### config.mk
export PLATFORM = sky130hd
export DESIGN_NAME = menu_ctl
export DESIGN_NICKNAME = d
export VERILOG_FILES = /design/src/rtl/menu_ctl_pkg.sv /design/src/rtl/menu_ctl_btn_debounce.sv /design/src/rtl/menu_ctl.sv
export SDC_FILE = /design/constraint.sdc
export NUM_CORES = 1
export LEC_CHECK = 0
export ABC_AREA = 1
export CORE_UTILIZATION = 35
export DETAILED_ROUTE_END_ITERATION = 8
export REMOVE_ABC_BUFFERS = 1
export SLEW_MARGIN = 30
export SYNTH_ARGS = -nofsm -noshare
export SYNTH_HDL_FRONTEND = slang
export SYNTH_SLANG_ARGS = --single-unit
### constraint.sdc
create_clock -name pclk -period 2.9 [get_ports pclk]
set_input_delay 0.87 -clock pclk [delete_from_list [all_inputs] [get_ports pclk]]
set_output_delay 0.87 -clock pclk [all_outputs]
set_load 0.005 [all_outputs]
### src/rtl/menu_ctl_pkg.sv
// Shared definitions for the main-menu controller and the text renderer:
// FSM state encoding, default menu rows and the cursor-to-row mapping.
package menu_ctl_pkg;

    typedef enum logic [1:0] {
        MENU    = 2'd0,
        CONFIRM = 2'd1,
        GAME    = 2'd2
    } menu_state_e;

    localparam logic [3:0] ROW_SINGLE_DEF = 4'h0;
    localparam logic [3:0] ROW_MULTI_DEF  = 4'h6;

    function automatic logic [3:0] cursor_row(input logic       cur,
                                              input logic [3:0] row_single,
                                              input logic [3:0] row_multi);
        return cur ? row_multi : row_single;
    endfunction

endpackage

### src/rtl/menu_ctl_btn_debounce.sv
// Per-button conditioning: 2-FF synchronizer, counter debounce and a
// one-cycle pulse on the debounced rising edge.
module btn_debounce #(
    parameter int unsigned DEBOUNCE_CYCLES = 65000
) (
    input  logic pclk,
    input  logic rst,
    input  logic btn_i,
    output logic level_o,
    output logic press_o
);

    localparam int unsigned CW = $clog2(DEBOUNCE_CYCLES + 1);
    localparam logic [CW-1:0] CNT_LAST = CW'(DEBOUNCE_CYCLES - 1);

    logic          sync1_q;
    logic          sync2_q;
    logic          level_q;
    logic          level_d;
    logic          press_q;
    logic          press_d;
    logic [CW-1:0] cnt_q;
    logic [CW-1:0] cnt_d;

    // The accepting sample is the last of DEBOUNCE_CYCLES differing ones, so
    // the counter stops at its terminal value and cannot wrap.
    always_comb begin
        level_d = level_q;
        cnt_d   = cnt_q;
        if (sync2_q == level_q) begin
            cnt_d = '0;
        end else if (cnt_q >= CNT_LAST) begin
            level_d = sync2_q;
            cnt_d   = '0;
        end else begin
            cnt_d = cnt_q + CW'(1);
        end
        press_d = level_d & ~level_q;
    end

    always_ff @(posedge pclk or posedge rst) begin
        if (rst) begin
            sync1_q <= 1'b0;
            sync2_q <= 1'b0;
            level_q <= 1'b0;
            press_q <= 1'b0;
            cnt_q   <= '0;
        end else begin
            sync1_q <= btn_i;
            sync2_q <= sync1_q;
            level_q <= level_d;
            press_q <= press_d;
            cnt_q   <= cnt_d;
        end
    end

    assign level_o = level_q;
    assign press_o = press_q;

endmodule

### src/rtl/menu_ctl.sv
// Main-menu FSM with registered outputs for the text overlay and game core.
// Build option: define MENU_WRAP_EN to make the cursor wrap instead of saturate.
module menu_ctl
    import menu_ctl_pkg::*;
#(
    parameter int unsigned DEBOUNCE_CYCLES = 65000,
    parameter logic [3:0]  ROW_SINGLE      = ROW_SINGLE_DEF,
    parameter logic [3:0]  ROW_MULTI       = ROW_MULTI_DEF
) (
    input  logic       pclk,
    input  logic       rst,
    input  logic       btn_up,
    input  logic       btn_down,
    input  logic       btn_sel,
    input  logic       game_over,
    output logic [3:0] highlight_row,
    output logic       menu_active,
    output logic       game_mode,
    output logic       game_start
);

    logic        up_ev;
    logic        down_ev;
    logic        sel_ev;
    logic        up_lvl;
    logic        down_lvl;
    logic        sel_lvl;
    logic        unused_lvl;
    logic        up_target;
    logic        down_target;

    menu_state_e state_q, state_d;
    logic        cur_q, cur_d;
    logic        mode_q, mode_d;
    logic [3:0]  row_q, row_d;
    logic        active_q, active_d;
    logic        start_q, start_d;

    btn_debounce #(.DEBOUNCE_CYCLES(DEBOUNCE_CYCLES)) u_db_up (
        .pclk(pclk), .rst(rst), .btn_i(btn_up), .level_o(up_lvl), .press_o(up_ev)
    );
    btn_debounce #(.DEBOUNCE_CYCLES(DEBOUNCE_CYCLES)) u_db_down (
        .pclk(pclk), .rst(rst), .btn_i(btn_down), .level_o(down_lvl), .press_o(down_ev)
    );
    btn_debounce #(.DEBOUNCE_CYCLES(DEBOUNCE_CYCLES)) u_db_sel (
        .pclk(pclk), .rst(rst), .btn_i(btn_sel), .level_o(sel_lvl), .press_o(sel_ev)
    );

    assign unused_lvl = up_lvl ^ down_lvl;

`ifdef MENU_WRAP_EN
    assign up_target   = ~cur_q;
    assign down_target = ~cur_q;
`else
    assign up_target   = 1'b0;
    assign down_target = 1'b1;
`endif

    // Outputs are derived from next-state values so they register together
    // with the state; game_mode is captured only when CONFIRM hands off.
    always_comb begin
        state_d = state_q;
        cur_d   = cur_q;
        mode_d  = mode_q;
        start_d = 1'b0;
        case (state_q)
            MENU: begin
                if (sel_ev) begin
                    state_d = CONFIRM;
                end else if (up_ev && !down_ev) begin
                    cur_d = up_target;
                end else if (down_ev && !up_ev) begin
                    cur_d = down_target;
                end else begin
                    state_d = MENU;
                end
            end
            CONFIRM: begin
                if (!sel_lvl) begin
                    state_d = GAME;
                    mode_d  = cur_q;
                    start_d = 1'b1;
                end else begin
                    state_d = CONFIRM;
                end
            end
            GAME: begin
                if (game_over) begin
                    state_d = MENU;
                end else begin
                    state_d = GAME;
                end
            end
            default: begin
                state_d = MENU;
            end
        endcase
        row_d    = cursor_row(cur_d, ROW_SINGLE, ROW_MULTI);
        active_d = (state_d != GAME);
    end

    always_ff @(posedge pclk or posedge rst) begin
        if (rst) begin
            state_q  <= MENU;
            cur_q    <= 1'b0;
            mode_q   <= 1'b0;
            row_q    <= ROW_SINGLE;
            active_q <= 1'b1;
            start_q  <= 1'b0;
        end else begin
            state_q  <= state_d;
            cur_q    <= cur_d;
            mode_q   <= mode_d;
            row_q    <= row_d;
            active_q <= active_d;
            start_q  <= start_d;
        end
    end

    assign highlight_row = row_q;
    assign menu_active   = active_q;
    assign game_mode     = mode_q;
    assign game_start    = start_q;

endmodule

Word-level counts from Yosys, hierarchy flattened
Index checks and enable logic that the tools add are counted.
Storage, ports and cells
  word-level logic and storage cells: 70
  register bits after elaboration: 69
  output and inout port bits: 7
Operators by class
  bitwise operators: 6
  equal/unequal tests: 6
  add/subtract/negate cells: 3
  magnitude comparators: 3
  reductions and logical operators: 6
  muxes and demuxes: 25
Operators by type and width (count)
  16-bit two-way mux: 6
  16-bit by 1-bit adder with 16-bit output, second input constant: 3
  16-bit >= comparator, second input constant: 3
  1-bit two-way mux: 12
  2-bit two-way mux: 5
  2-bit one-hot mux with 3 select lines: 1
  1-bit AND: 3
  1-bit equality test: 3
  3-bit two-way mux: 1
  1-bit NOT: 3
  2-bit by 1-bit equality test with 1-bit output, second input constant: 1
  2-bit equality test, second input constant: 1
  1-bit logical AND: 2
  1-bit logical NOT: 2
  2-bit logical NOT: 1
  2-bit != test, second input constant: 1
  2-bit AND reduction: 1

Depth between registers and ports, before layout
  depth after elaboration: 7
  depth in mapped cells: 9
  depth with buffers taken out: 8

Modules after synthesis
Synthesis repeated with hierarchy kept, for this count alone.
Unflattened totals
  cell total of the unflattened synthesis: 408
  area, all modules: 3319.4 µm²
By module, submodules not included
  btn_debounce: instances 3, cells an instance 125, sequential area each 500.5 µm², area each 1009.7 µm²
  menu_ctl: instances 1, cells an instance 33, sequential area each 151.4 µm², area each 290.3 µm²

Worst setup path after synthesis
No wires, ideal clock.
  path type: reg2out
  start: reg active_q, in the netlist menu_active
  end: out menu_active
  cell stages (with the launch flop): 1
  data arrival time: 0.501 ns
  path buffers: 0
  setup slack: 1.529 ns
  data required time: 2.030 ns
  cells stage by stage: dfstp_2
RTL lines
  from (decl): line menu_ctl.sv:36  | logic active_q, active_d;
  from (signal assigned): line menu_ctl.sv:115  | active_q <= active_d;
  to (decl): line menu_ctl.sv:17  | output logic menu_active,
No word-level cell between the ends.

Final worst setup path
  start: reg active_q, in the netlist menu_active
  end: out menu_active
No word-level cell between the ends.

==> reports/metrics.cfg <==
[synthesis]
synth_top_area_share_pct = 49.8
ys_seq_area_share_pct = 50.6
post-synth-top-count-cell = nor2_1
synth-main-ff-cell = dfrtp_1
synth_seq_cells = 66
syn_area_um2 = 3270
yosysUniqueCellTypes = 27
synth_area_leaders = dfrtp_1 50%, nor2_1 10%, nand2_1 10%, inv_1 5.2%, xor2_1 5.1%
synth_common_cells = 88 x nor2_1, 87 x nand2_1, 65 x dfrtp_1
synth_enable_flop_cells = 0
async_flop_share_pct = 100
syn_inst = 399
yosys_warnings = 0
synth_top_area_cell = dfrtp_1
avgSynthCellArea_um2 = 8.19

[critical_path]
cp_cell_sequence = clkdlybuf4s50_1
crit_family = flip-flops
worst-path-buf-inv = 1
cp_max_fo = 1
crit_path_end_kind = output pin
slowest_stage = dfstp_2
startpoint_type = register
worstPathArrival_ns = 1.33
max_stage_delay_ns = 0.51
timing_worst_setup_path_type = reg -> out
required_ns = 2.03

[die]
core_um2 = 8890
start_util_pct = 36.7
die_height_um = 98.6
die_w_um = 98.6
dieArea_um2 = 9720
boundaryPins = 13
rows = 34

[worst_hold_path]
hold_path_class = reg -> reg

[global_routing]
overflow = 0
grt_pass1_wl_mm = 10.5
grt_usage_pct = 13.7
antenna_found_initial = 0
grt_max_degree = 50
grt_pass1_vias = 2349

[flow_run]
max_cap_viol_count = 0

[placed_design]
dp_cells = 512
place_congestion = 0.824
io_buffers = 10
dpl.hpwl_mm = 4.09

[routing]
drt-pass1-iter-count = 4
route.vias.total = 2447
drt.antenna.violating_nets = 0
remaining_drc_errors = 0
drtIter0Drc = 89
wire_per_inst_um = 11.0
drt-total-wl_mm = 5.83
avgViaCountPerCell = 4.63

[sta]
maxSlewViolCount = 0
fmax_mhz = 455
final-setup-viol-count = 0
report.final.hold_viol_count = 0
period_share_pct = 75.7
setup_tns_ns = 0
period_needed_ns = 2.20
fin_skew_ns = 0.00843
rsz0062_at_grt = false

[finish]
diodes = 0
nets = 424
final_cells = 528
drive_gt1_share_pct = 7.86
syn2layout_area_growth_pct = 11.8

[clock_network]
worstSkewPairLatency_ns = 0.33
numCtsBuffers = 9
cts.sinks = 66
clkTransAtPathRegs_ns = 0.07
cts_setup_buffers = 0
ctsHoldBuffers = 0
cts_max_path_buffers = 2
clock-root-buffer = clkbuf_8
cts-resized-gates = 0
htreeDepth = 3
cts_tree = done

[power]
ir_worst_vdd_mv = 0.218
power_density_nw_per_um2 = 489
power.leakage_nw = 1.58

[status]
status = finished, final reports clean

final timing paths:
| path | cells past startpoint | startpoint | endpoint | slack (ns) |
|---|---|---|---|---|
| setup reg to reg | 8 | u_db_down.cnt_q[0]$_DFF_PP0_ | u_db_down.cnt_q[14]$_DFF_PP0_ | 1.46 |
| hold / removal | 0 | u_db_sel.sync1_q$_DFF_PP0_ | u_db_sel.sync2_q$_DFF_PP0_ | 0.36 |
| max in group asynchronous | 3 | rst | menu_active$_DFF_PP1_ | 1.40 |
| min in group asynchronous | 2 | rst | u_db_sel.sync1_q$_DFF_PP0_ | 0.85 |
| setup / recovery | 1 | menu_active$_DFF_PP1_ | menu_active | 0.70 |
| hold reg to reg | 0 | u_db_sel.sync1_q$_DFF_PP0_ | u_db_sel.sync2_q$_DFF_PP0_ | 0.36 |
layer usage:
| layer | wire length, µm | vias to the layer above | track usage (%) |
|---|---|---|---|
| li1 | - | 1268 | - |
| met1 | 2990 | 1139 | 18.5 |
| met2 | 2570 | 36 | 20.9 |
| met3 | 207 | 4 | 3.83 |
| met4 | 65 | 0 | 5.17 |
| met5 | 0 | - | 0 |
layout by cell type (no fill, tap or decap), types with 2 or more instances in the layout:
cell,instances
conb_1,2
clkbuf_1,3
inv_1,44
xnor2_1,3
o21bai_1,3
clkbuf_8,11
nand2_2,6
nor3_1,11
nor2_1,88
nand4_1,8
nand2_1,87
nand2_4,3
o21ai_0,10
xor2_1,19
nor2_2,3
o21ai_1,2
nor2_4,3
nand3_1,22
clkdlybuf4s50_1,10
ha_1,3
a21oi_1,5
dfrtp_1,65
cell families after synthesis:
| logic type | synth area share [%] |
|---|---|
| xor gates and xnor gates | 6.40 |
| other | 0.115 |
| buffers and inverters | 7.35 |
| and+or+nand+nor | 30.9 |
| adders and majority gates | 1.15 |
| AOI/OAI and AO/OA | 3.52 |
| DFF | 50.6 |
per-stage QoR:
| step | utilization [%] | area (µm²) | setup slack [ns] | hold slack (ns) | total power [mW] |
|---|---|---|---|---|---|
| finish | 41.1 | 3650 | 0.704 | 0.359 | 1.78 |
| global route | 41.1 | 3650 | 0.640 | 0.372 | 1.86 |
| CTS | 41.1 | 3650 | 0.681 | 0.362 | 1.81 |
| detailed placement | 38.9 | 3450 | 1.00 | 0.343 | 1.03 |
| global placement | 38.9 | 3450 | 1.02 | 0.337 | 1.03 |
| floorplan | - | 3200 | 0.377 | 0.331 | 1.00 |
report_power, final:
part / internal, mW / total, mW / switching, mW
combinational: 0.0221 / 0.0641 / 0.0420
sequential: 0.935 / 0.945 / 0.0104
clock: 0.444 / 0.775 / 0.331
total: 1.40 / 1.78 / 0.383
registers in the layout (all words and copies together), names as in the netlist, 2 cells and up:
register         cells
u_db_sel.cnt_q      16
u_db_down.cnt_q     16
state_q              2
u_db_up.cnt_q       16
layout make-up:
class                      instances  area, µm²
multi-input combinational        282       1380
timing repair buffer              11        120
clock inverter                     2       35.0
inverter                          45        169
clock buffer                      14        163
tap                              108        135
sequential                        66       1650
fill                             893       5240
Power figures use the tool's default switching activity.
